File: config.mk
export PLATFORM = sky130hd
export DESIGN_NAME = wb_text_console
export DESIGN_NICKNAME = d
export VERILOG_FILES = /design/src/rtl/text_console_pkg.sv /design/src/rtl/text_console_fill.sv /design/src/rtl/wb_text_console.sv
export SDC_FILE = /design/constraint.sdc
export NUM_CORES = 1
export LEC_CHECK = 0
export ABC_AREA = 1
export CORE_ASPECT_RATIO = 0.7
export CORE_UTILIZATION = 35
export CTS_CLUSTER_SIZE = 16
export DETAILED_ROUTE_END_ITERATION = 10
export GPL_ROUTABILITY_DRIVEN = 0
export PLACE_DENSITY = 0.63
export SETUP_SLACK_MARGIN = 0.02
export SYNTH_ARGS = -nofsm -noshare
export SYNTH_HDL_FRONTEND = slang
export SYNTH_HIERARCHICAL = 1
export SYNTH_SLANG_ARGS = --single-unit
File: constraint.sdc
create_clock -name clk -period 3.12 [get_ports clk]
set_input_delay 0.624 -clock clk [delete_from_list [all_inputs] [get_ports clk]]
set_output_delay 0.624 -clock clk [all_outputs]
set_load 0.005 [all_outputs]
File: src/rtl/text_console_pkg.sv
// Shared definitions for the Wishbone text console: register map, control codes,
// FSM state encoding and default screen geometry.
package text_console_pkg;

  localparam int unsigned DEFAULT_COLS = 80;
  localparam int unsigned DEFAULT_ROWS = 25;

  localparam logic [2:0] REG_DATA   = 3'd0;
  localparam logic [2:0] REG_CTRL   = 3'd1;
  localparam logic [2:0] REG_CUR_X  = 3'd2;
  localparam logic [2:0] REG_CUR_Y  = 3'd3;
  localparam logic [2:0] REG_STATUS = 3'd4;
  localparam logic [2:0] REG_MODE   = 3'd5;

  localparam logic [7:0] CH_CR = 8'h0D;
  localparam logic [7:0] CH_LF = 8'h0A;
  localparam logic [7:0] CH_BS = 8'h08;

  typedef enum logic [1:0] {
    StIdle,
    StClear,
    StScrCopy,
    StScrFill
  } state_e;

  // y * cols as a shift-add over the bits of y; cols is a constant so this folds to adders.
  function automatic logic [15:0] mul_const(input logic [15:0] y, input int unsigned cols);
    logic [15:0] acc;
    acc = '0;
    for (int i = 0; i < 16; i++) begin
      if (y[i]) acc = acc + (16'(cols) << i);
    end
    return acc;
  endfunction

endpackage

File: src/rtl/text_console_fill.sv
// Sequential address generator: after a start pulse, emits count_i consecutive
// addresses from start_addr_i, one per cycle, with done_o high on the last one.
// count_i must be at least 1.
module text_console_fill #(
  parameter int unsigned ADDR_W = 11,
  parameter int unsigned CNT_W  = 12
) (
  input  logic              clk,
  input  logic              rst_n,
  input  logic              start_i,
  input  logic [ADDR_W-1:0] start_addr_i,
  input  logic [CNT_W-1:0]  count_i,
  output logic              active_o,
  output logic [ADDR_W-1:0] addr_o,
  output logic              done_o
);

  logic              active_q;
  logic [ADDR_W-1:0] addr_q;
  logic [CNT_W-1:0]  cnt_q;

  // Load on start, then step address up and remaining count down until exhausted.
  always_ff @(posedge clk or negedge rst_n) begin
    if (!rst_n) begin
      active_q <= 1'b0;
      addr_q   <= '0;
      cnt_q    <= '0;
    end else if (start_i) begin
      active_q <= 1'b1;
      addr_q   <= start_addr_i;
      cnt_q    <= count_i - CNT_W'(1);
    end else if (active_q) begin
      addr_q <= addr_q + ADDR_W'(1);
      cnt_q  <= cnt_q - CNT_W'(1);
      if (cnt_q == '0) active_q <= 1'b0;
    end
  end

  assign active_o = active_q;
  assign addr_o   = addr_q;
  assign done_o   = active_q && (cnt_q == '0);

endmodule

File: src/rtl/wb_text_console.sv
// Wishbone text console: cursor tracking, CR/LF/BS handling, glyph writes to the
// character RAM, hardware clear and (with TEXT_CONSOLE_AUTOSCROLL_EN) scroll-up.
module wb_text_console
  import text_console_pkg::*;
#(
  parameter int unsigned COLS      = DEFAULT_COLS,
  parameter int unsigned ROWS      = DEFAULT_ROWS,
  parameter int unsigned ADDR_W    = 11,
  parameter logic [7:0]  FILL_CHAR = 8'h20
) (
  input  logic              clk,
  input  logic              rst_n,
  input  logic              wb_cyc_i,
  input  logic              wb_stb_i,
  input  logic              wb_we_i,
  input  logic [2:0]        wb_adr_i,
  input  logic [7:0]        wb_dat_i,
  output logic [7:0]        wb_dat_o,
  output logic              wb_ack_o,
  output logic              ram_we,
  output logic [ADDR_W-1:0] ram_addr,
  output logic [7:0]        ram_wdata,
  input  logic [7:0]        ram_rdata,
  output logic [1:0]        pattern_mode,
  output logic              busy
);

  localparam int unsigned XW    = $clog2(COLS);
  localparam int unsigned YW    = $clog2(ROWS);
  localparam int unsigned CNT_W = ADDR_W + 1;
  localparam logic [XW-1:0]     X_MAX      = XW'(COLS - 1);
  localparam logic [YW-1:0]     Y_MAX      = YW'(ROWS - 1);
  localparam logic [ADDR_W-1:0] LAST_ROW_A = ADDR_W'(COLS * (ROWS - 1));

  state_e            state_q, state_d;
  logic [XW-1:0]     cur_x_q, cur_x_d;
  logic [YW-1:0]     cur_y_q, cur_y_d;
  logic [ADDR_W-1:0] row_base_q, row_base_d;
  logic              ack_q;
  logic [7:0]        dat_q, dat_d;
  logic [1:0]        mode_q, mode_d;
  logic              wr_q, wr_d;
  logic [ADDR_W-1:0] addr_q, addr_d;
  logic [7:0]        wdata_q, wdata_d;

  logic              accept, newline;
  logic              fill_start, fill_active, fill_done;
  logic [ADDR_W-1:0] fill_start_addr, fill_addr;
  logic [CNT_W-1:0]  fill_count;

`ifdef TEXT_CONSOLE_AUTOSCROLL_EN
  localparam logic [ADDR_W-1:0] COLS_A      = ADDR_W'(COLS);
  localparam logic [ADDR_W-1:0] LAST_COPY_A = ADDR_W'(COLS * (ROWS - 1) - 1);
  logic [ADDR_W-1:0] copy_a_q, copy_a_d;
  logic              phase_q, phase_d;  // 0: read source row, 1: write destination
`else
  logic unused_rdata;
  assign unused_rdata = ^ram_rdata;
`endif

  assign busy = (state_q != StIdle);

  // Writes to DATA/CTRL stall while the engine is busy; nothing is taken while ack is high.
  assign accept = wb_cyc_i && wb_stb_i && !ack_q &&
                  !(wb_we_i && (wb_adr_i[2:1] == 2'b00) && busy);

  text_console_fill #(
    .ADDR_W(ADDR_W),
    .CNT_W (CNT_W)
  ) u_fill (
    .clk         (clk),
    .rst_n       (rst_n),
    .start_i     (fill_start),
    .start_addr_i(fill_start_addr),
    .count_i     (fill_count),
    .active_o    (fill_active),
    .addr_o      (fill_addr),
    .done_o      (fill_done)
  );

  // Register-file decode, character interpretation and FSM next state.
  always_comb begin
    state_d         = state_q;
    cur_x_d         = cur_x_q;
    cur_y_d         = cur_y_q;
    row_base_d      = row_base_q;
    dat_d           = dat_q;
    mode_d          = mode_q;
    wr_d            = 1'b0;
    addr_d          = addr_q;
    wdata_d         = wdata_q;
    newline         = 1'b0;
    fill_start      = 1'b0;
    fill_start_addr = '0;
    fill_count      = '0;
`ifdef TEXT_CONSOLE_AUTOSCROLL_EN
    copy_a_d = copy_a_q;
    phase_d  = phase_q;
`endif

    if (state_q == StIdle) addr_d = row_base_q + ADDR_W'(cur_x_q);

    if (accept && wb_we_i) begin
      case (wb_adr_i)
        REG_DATA: begin
          case (wb_dat_i)
            CH_CR: cur_x_d = '0;
            CH_LF: begin
              cur_x_d = '0;
              newline = 1'b1;
            end
            CH_BS: if (cur_x_q != '0) cur_x_d = cur_x_q - XW'(1);
            default: begin
              wr_d    = 1'b1;
              wdata_d = wb_dat_i;
              if (cur_x_q == X_MAX) begin
                cur_x_d = '0;
                newline = 1'b1;
              end else begin
                cur_x_d = cur_x_q + XW'(1);
              end
            end
          endcase
          if (newline) begin
            if (cur_y_q != Y_MAX) begin
              cur_y_d    = cur_y_q + YW'(1);
              row_base_d = row_base_q + ADDR_W'(COLS);
            end else begin
`ifdef TEXT_CONSOLE_AUTOSCROLL_EN
              state_d  = StScrCopy;
              copy_a_d = '0;
              phase_d  = 1'b0;
`else
              cur_y_d    = '0;
              row_base_d = '0;
`endif
            end
          end
        end
        REG_CTRL: begin
          if (wb_dat_i[0]) begin
            state_d         = StClear;
            fill_start      = 1'b1;
            fill_start_addr = '0;
            fill_count      = CNT_W'(COLS * ROWS);
          end
        end
        REG_CUR_X: cur_x_d = (wb_dat_i >= 8'(COLS - 1)) ? X_MAX : XW'(wb_dat_i);
        REG_CUR_Y: begin
          cur_y_d    = (wb_dat_i >= 8'(ROWS - 1)) ? Y_MAX : YW'(wb_dat_i);
          row_base_d = ADDR_W'(mul_const(16'(cur_y_d), COLS));
        end
        REG_MODE: mode_d = wb_dat_i[1:0];
        default: ;
      endcase
    end else if (accept) begin
      case (wb_adr_i)
        REG_CUR_X:  dat_d = 8'(cur_x_q);
        REG_CUR_Y:  dat_d = 8'(cur_y_q);
        REG_STATUS: dat_d = {7'd0, busy};
        REG_MODE:   dat_d = {6'd0, mode_q};
        default:    dat_d = 8'h00;
      endcase
    end

    case (state_q)
      StIdle: ;
      StClear: begin
        if (fill_done) begin
          state_d    = StIdle;
          cur_x_d    = '0;
          cur_y_d    = '0;
          row_base_d = '0;
        end
      end
`ifdef TEXT_CONSOLE_AUTOSCROLL_EN
      StScrCopy: begin
        // Hold off while the glyph that caused the wrap is still being written.
        if (!wr_q) begin
          phase_d = ~phase_q;
          if (phase_q) begin
            if (copy_a_q == LAST_COPY_A) begin
              state_d         = StScrFill;
              fill_start      = 1'b1;
              fill_start_addr = LAST_ROW_A;
              fill_count      = CNT_W'(COLS);
            end else begin
              copy_a_d = copy_a_q + ADDR_W'(1);
            end
          end
        end
      end
      StScrFill: begin
        if (fill_done) begin
          state_d    = StIdle;
          cur_x_d    = '0;
          cur_y_d    = Y_MAX;
          row_base_d = LAST_ROW_A;
        end
      end
`endif
      default: state_d = StIdle;
    endcase
  end

  // State and register file.
  always_ff @(posedge clk or negedge rst_n) begin
    if (!rst_n) begin
      state_q    <= StIdle;
      cur_x_q    <= '0;
      cur_y_q    <= '0;
      row_base_q <= '0;
      ack_q      <= 1'b0;
      dat_q      <= '0;
      mode_q     <= '0;
      wr_q       <= 1'b0;
      addr_q     <= '0;
      wdata_q    <= '0;
`ifdef TEXT_CONSOLE_AUTOSCROLL_EN
      copy_a_q <= '0;
      phase_q  <= 1'b0;
`endif
    end else begin
      state_q    <= state_d;
      cur_x_q    <= cur_x_d;
      cur_y_q    <= cur_y_d;
      row_base_q <= row_base_d;
      ack_q      <= accept;
      dat_q      <= dat_d;
      mode_q     <= mode_d;
      wr_q       <= wr_d;
      addr_q     <= addr_d;
      wdata_q    <= wdata_d;
`ifdef TEXT_CONSOLE_AUTOSCROLL_EN
      copy_a_q <= copy_a_d;
      phase_q  <= phase_d;
`endif
    end
  end

  // RAM port mux: a pending glyph write wins, otherwise the active engine drives it.
  always_comb begin
    ram_we    = wr_q;
    ram_addr  = addr_q;
    ram_wdata = wdata_q;
    if (!wr_q) begin
      case (state_q)
        StClear, StScrFill: begin
          ram_we    = fill_active;
          ram_addr  = fill_addr;
          ram_wdata = FILL_CHAR;
        end
`ifdef TEXT_CONSOLE_AUTOSCROLL_EN
        StScrCopy: begin
          ram_we    = phase_q;
          ram_addr  = phase_q ? copy_a_q : copy_a_q + COLS_A;
          ram_wdata = ram_rdata;
        end
`endif
        default: ;
      endcase
    end
  end

  assign wb_ack_o     = ack_q;
  assign wb_dat_o     = dat_q;
  assign pattern_mode = mode_q;

endmodule
==> impl_metrics.env, run 1 <==
export IMPL_fin_crit_sh_pct=92.4
export IMPL_ios=56
export IMPL_crit_buf_inv=6
export IMPL_dieWidth_um=154
export IMPL_worst_hold_slack_ps=250
export IMPL_ys_types=47
export IMPL_first_pass_iters=5
export IMPL_overflow=0
export IMPL_dieArea_um2=16700
export IMPL_path_max_fanout=2
export IMPL_synth_main_ff_cell="dfrtp_1"
export IMPL_setup_viol=0
export IMPL_rsz0062_at_grt="no"
export IMPL_tightest_slew_ps=730
export IMPL_worstPathArrival_ps=3110
export IMPL_fin_nets=940
export IMPL_yosysTopAreaCell="dfrtp_1"
export IMPL_grt_pass1_vias=4860
export IMPL_cp_required_ps=3350
export IMPL_clock_tree_htree_level_count=3
export IMPL_hold_viol=0
export IMPL_synth_edf_count=0
export IMPL_cts_tree="built"
export IMPL_critPathTopFamily="adder cells"
export IMPL_status="complete, no violations"
export IMPL_n_fill_cell=1574
export IMPL_slowest_delay_ps=500
export IMPL_intPower_mw=2.99
export IMPL_syn_avg_cell_area_um2=7.05
export IMPL_drcViolationCount=0
export IMPL_seq_area_um2=1980
export IMPL_final_antenna_net_count=0
export IMPL_startpoint_type="primary input"
export IMPL_clkTransAtPathRegs_ps=60
export IMPL_netlist_area_um2=5650
export IMPL_finalPower_mw=4.91
export IMPL_grtUsageTotal_pct=20.1
export IMPL_critPathCaptureType="flop"
export IMPL_vias=5445
export IMPL_core_region_area_um2=15600
export IMPL_die_y_um=108
export IMPL_pwr_share_seq_pct=34.2
export IMPL_multi_input_area_um2=3170
export IMPL_cts_hold_buffers_added=0
export IMPL_ys_async_sr_fraction_pct=100
export IMPL_floorplan_initialDensity_pct=36.1
export IMPL_layout_commonest_cell="nand2_1"
export IMPL_clockRootBuffer="clkbuf_16"
export IMPL_io_buffers=46
export IMPL_synth_top_area_share_pct=35.0
export IMPL_vias_per_cell=4.95
export IMPL_switching_share_pct=39.1
export IMPL_num_antenna_cells=0
export IMPL_relSlewSlack_pct=51.2
export IMPL_cts_buffers=9
export IMPL_ir_drop_mv=0.393
export IMPL_hold_class="in2async"
export IMPL_dr_first_iter_drc_count=469
export IMPL_maxCapViolations=0
export IMPL_crit_type="in2reg"
export IMPL_mostFrequentLayoutCells="nand2_1, inv_1, dfrtp_1"
export IMPL_synth_area_leaders="dfrtp_1, nand2_1, inv_1"
export IMPL_postLayoutCellArea_um2=6960
export IMPL_p_clk_share_pct=25.5
export IMPL_path_cells="clkdlybuf4s50_1 -> inv_1 -> nand2_1 -> nor2_2 -> nand2_1 -> inv_1 -> ha_1 -> inv_1 -> o21ai_2 -> ha_2 -> inv_1 -> nand2_1 -> inv_1 -> nand2_1 -> nand2_1 -> ha_1 -> nand2_1 -> a21boi_1 -> nand2_1 -> nand2_1 -> a21oi_1"
export IMPL_final_core_util_pct=44.5
export IMPL_grt_max_degree=37
export IMPL_post_route_min_period_ps=2880
export IMPL_clk_path_buf_depth=2
export IMPL_netlist_instances=801
export IMPL_areaGrowthSynthToFinish_pct=23.1
export IMPL_hpwl_mm=11.9
export IMPL_ys_ff_latch=79
export IMPL_antenna_found_initial=0
export IMPL_synth_seq_area_share_pct=35.0
export IMPL_dpl_cell_area_um2=6600
export IMPL_switching_power_mw=1.92
export IMPL_drive_above_1_share_pct=12.8
export IMPL_clock_sinks=79
export IMPL_cpMaxStageDelayCell="clkdlybuf4s50_1"
export IMPL_final_max_slew_viol_count=0
export IMPL_drt_wl_total_mm=15.6
export IMPL_rows=38
export IMPL_fin_worst_skew_ps=7.71
export IMPL_wl_per_cell_um=14.2
export IMPL_grt_pass1_wl_mm=25.9
export IMPL_pwr_density_cell_nw_per_um2=706
export IMPL_clock_fmax_mhz=347
export IMPL_combPwrFrac_pct=40.4
export IMPL_cpMostUsedCell="nand2_1"
export IMPL_yosys_warnings=6
export IMPL_p_leak_nw=3.39
export IMPL_clk_latency_ps=350
==> routing by layer <==
layer | global-route usage, % | wire [µm]
met5 | 0 | 0
met4 | 5.00 | 188
met3 | 4.61 | 914
met2 | 26.7 | 5990
met1 | 31.7 | 8520
==> cell families after synthesis <==
kind of cell,share of synthesized area [%]
fa+ha+maj,4.56
compound gates,15.8
flops,35.0
buf+inv,10.3
xor+xnor,3.10
simple gates,31.2
other cells,0.0664
==> state kept, by name, indices dropped and copies added, names as in the netlist <==
| name | flops |
|---|---|
| wb_ack_o | 1 |
| wr_q | 1 |
| u_fill/active_o | 1 |
| state_q | 2 |
| u_fill/addr_o | 11 |
| pattern_mode | 2 |
| row_base_q | 11 |
| cur_x_q | 7 |
| u_fill/cnt_q | 12 |
| wb_dat_o | 7 |
| wdata_q | 8 |
| cur_y_q | 5 |
| addr_q | 11 |
==> synthesized netlist by cell type, types with 3 or more instances <==
master / n
inv_1: 103
inv_2: 6
nor2_1: 64
or2_2: 5
xor2_1: 16
buf_4: 3
a31oi_1: 4
dfrtp_1: 79
a21oi_2: 6
ha_1: 19
nor3_1: 7
o22ai_1: 5
nor2_2: 6
nand2_1: 215
xnor2_1: 4
a21oi_1: 38
o211ai_1: 13
nand4_1: 11
clkbuf_1: 7
buf_2: 5
nand3_1: 56
o21ai_0: 49
a22oi_1: 4
nor2_4: 7
buf_6: 4
nand2_2: 14
o21ai_1: 20
==> power groups by stage <==
stage               sequential [mW]  clock (mW)  combinational [mW]
global placement               1.68           0                1.93
detailed placement             1.69           0                1.96
global route                   1.73        1.33                2.26
floorplan                      1.58           0                1.37
finish                         1.68        1.25                1.98
CTS                            1.67        1.28                1.98
==> cell type report <==
class / count / area share (%)
sequential: 79 / 28.4
multi-input combinational: 608 / 45.6
timing repair buffer: 86 / 11.2
tap: 200 / 3.60
clock buffer: 10 / 3.44
clock inverter: 6 / 1.55
inverter: 112 / 6.22
==> timing repair <==
item	CTS	global route
setup endpoints to repair	0	2
buffers inserted	0	0
resized for setup	0	7
==> path summary, 6_finish.rpt <==
kind                       cells past startpoint                to  slack, ps              from
max                                           21     row_base_q[9]        240       wb_dat_i[6]
min                                            1        addr_q[10]        250             rst_n
max reg2reg                                   16   u_fill/cnt_q[8]        780        state_q[0]
min reg2reg                                    2  u_fill/cnt_q[11]        480  u_fill/cnt_q[11]
max in group asynchronous                      2              wr_q       2170             rst_n
min in group clk                               2  u_fill/cnt_q[11]        480  u_fill/cnt_q[11]
==> through the flow <==
| stage | cells | setup WS, ps | TNS, ps |
|---|---|---|---|
| after CTS | 1101 | 66.3 | 0 |
| after floorplan | 820 | 334 | 0 |
| final | 1101 | 238 | 0 |
| after detailed placement | 1085 | -285 | -526 |
| after global routing | 1101 | 28.0 | 0 |
| after global placement | 1085 | -238 | -382 |
No activity file was read; power rests on OpenSTA's default activity.
==> run 2, diff against run 1 <==
==> constraint.sdc (replaced) <==
create_clock -name clk -period 3.3 [get_ports clk]
set_input_delay 0.66 -clock clk [delete_from_list [all_inputs] [get_ports clk]]
set_output_delay 0.66 -clock clk [all_outputs]
set_load 0.005 [all_outputs]
==> impl_metrics.env, run 2 (synthesized netlist as in run 1, its figures left out) <==
export IMPL_final_antenna_net_count=0
export IMPL_multi_input_area_um2=3170
export IMPL_clk_path_buf_depth=2
export IMPL_hold_viol=0
export IMPL_cts_buffers=9
export IMPL_critPathCaptureType="flop"
export IMPL_drt_wl_total_mm=15.4
export IMPL_hpwl_mm=11.8
export IMPL_cpMaxStageDelayCell="clkdlybuf4s50_1"
export IMPL_num_antenna_cells=0
export IMPL_rows=38
export IMPL_rsz0062_at_grt="no"
export IMPL_floorplan_initialDensity_pct=36.1
export IMPL_clkTransAtPathRegs_ps=60
export IMPL_grt_busiest_layer="met1"
export IMPL_crit_buf_inv=6
export IMPL_fin_nets=935
export IMPL_seq_area_um2=1980
export IMPL_critPathTopFamily="buffers and inverters"
export IMPL_layout_commonest_cell="nand2_1"
export IMPL_overflow=0
export IMPL_grt_pass1_vias=4602
export IMPL_grt_use_met2_pct=26.1
export IMPL_met3_usage_pct=3.05
export IMPL_n_fill_cell=1573
export IMPL_r2r_start="state_q[0]"
export IMPL_dieArea_um2=16700
export IMPL_path_cells="clkdlybuf4s50_1 -> inv_1 -> nand2_1 -> nor2_1 -> nand2_1 -> inv_1 -> ha_1 -> inv_1 -> o21ai_2 -> ha_1 -> inv_1 -> nand2_1 -> inv_1 -> nand2_1 -> nand2_1 -> ha_1 -> nand2_1 -> a21boi_1 -> nand2_1 -> nand2_1 -> a21oi_1"
export IMPL_final_core_util_pct=43.7
export IMPL_relSlewSlack_pct=52.7
export IMPL_path_max_fanout=3
export IMPL_grt_util_met1_pct=31.5
export IMPL_dieWidth_um=154
export IMPL_antenna_found_initial=0
export IMPL_status="complete, no violations"
export IMPL_first_pass_iters=5
export IMPL_cpMostUsedCell="nand2_1"
export IMPL_vias_per_cell=4.87
export IMPL_critPathLaunch="wb_dat_i[7]"
export IMPL_areaGrowthSynthToFinish_pct=21.1
export IMPL_largest_reg_flops=12
export IMPL_cts_tree="built"
export IMPL_cp_required_ps=3530
export IMPL_clockRootBuffer="clkbuf_16"
export IMPL_final_max_slew_viol_count=0
export IMPL_grt_pass1_wl_mm=25.0
export IMPL_clock_fmax_mhz=329
export IMPL_grt_max_degree=51
export IMPL_wl_per_cell_um=14.1
export IMPL_ios=56
export IMPL_startpoint_type="primary input"
export IMPL_drcViolationCount=0
export IMPL_p_leak_nw=3.32
export IMPL_worstPathArrival_ps=3260
export IMPL_ir_drop_mv=0.321
export IMPL_tightest_slew_ps=708
export IMPL_grtUsageTotal_pct=19.4
export IMPL_mostFrequentLayoutCells="nand2_1, inv_1, dfrtp_1"
export IMPL_maxCapViolations=0
export IMPL_clk_latency_ps=340
export IMPL_dr_first_iter_drc_count=439
export IMPL_crit_type="in2reg"
export IMPL_fin_crit_sh_pct=92.0
export IMPL_fin_worst_skew_ps=5.84
export IMPL_die_y_um=108
export IMPL_post_cts_setup_buffer_count=0
export IMPL_drive_above_1_share_pct=11.7
export IMPL_r2r_end="u_fill/cnt_q[9]"
export IMPL_slowest_delay_ps=520
export IMPL_worst_r2r_cell_count=13
export IMPL_pwr_density_cell_nw_per_um2=648
export IMPL_io_buffers=46
export IMPL_regMostFlops="u_fill/cnt_q"
export IMPL_setup_viol=0
export IMPL_finalPower_mw=4.44
export IMPL_clock_sinks=79
export IMPL_clock_tree_htree_level_count=3
export IMPL_vias=5339
export IMPL_post_route_min_period_ps=3040
export IMPL_final_setup_tns_ps=0
export IMPL_r2r_slack_ps=790
export IMPL_core_region_area_um2=15600
export IMPL_hold_class="in2async"
-- run 2: cell count changes in the layout (fill, tap and decap cells not counted), sizes merged --
| cell | previous run | this run |
|---|---|---|
| buf | 41 | 36 |
| bufinv | 3 | 1 |
| clkbuf | 10 | 13 |
| clkinv | 2 | 1 |
| clkdlybuf4s50 | 43 | 45 |
| dlymetal6s2s | 2 | 0 |
-- run 2: worst max path at each step --
| stage | end | cells after the start |
|---|---|---|
| floorplan | u_fill/cnt_q[4] | 15 |
| global placement | row_base_q[9] | 21 |
| detailed placement | row_base_q[9] | 21 |
| CTS | row_base_q[9] | 21 |
| global route | u_fill/cnt_q[2] | 14 |
| finish | row_base_q[9] | 21 |
-- run 2: metrics by stage --
stage	hold slack [ps]	area [µm²]	setup WS (ps)	cells
6_report	368	6840	264	1096
5_1_grt	422	6840	52.5	1096
4_1_cts	393	6840	130	1096
3_5_place_dp	468	6550	-157	1080
3_3_place_gp	463	6550	-136	1080
2_1_floorplan	364	5720	478	820
-- run 2: worst reg2reg max path: stages (launching register included) --
cell and delay, ps:
dfrtp_1 350, inv_2 60, nand2_1 130, nand3_1 110, nand2_2 130, nor2_4 50, inv_1 120, nor2_2 40
buf_4 160, buf_4 210, nor2_4 420, inv_1 350, nand3_1 190, nand2_1 70
-- run 2: power by group --
part | leakage, nW | total [mW] | switching, mW | internal [mW]
registers | 0.988 | 1.59 | 0.319 | 1.27
clock network | 0.140 | 1.00 | 0.396 | 0.606
logic | 2.19 | 1.84 | 1.06 | 0.783
total | 3.32 | 4.44 | 1.78 | 2.66
-- run 2: per-layer routing --
metal	up-vias	part of all wire (%)
met4	0	0.66
met1	2412	56
met2	154	38
met3	10	5.5
li1	2763	-
met5	-	0
-- run 2: final cells by class --
type                            count  area share [%]
Clock buffer                       13            3.66
Clock inverter                      3           0.622
Inverter                          112            6.33
Multi-Input combinational cell    608            46.3
Sequential cell                    79            28.9
Tap cell                          200            3.66
Timing Repair Buffer               81            10.5
-- run 2: what timing repair did --
item                                    4_1_cts  5_1_grt
gates resized for setup                       0        3
endpoints found under the setup margin        0        2
hold buffers                                  0        0
endpoints found under the hold margin         0        0
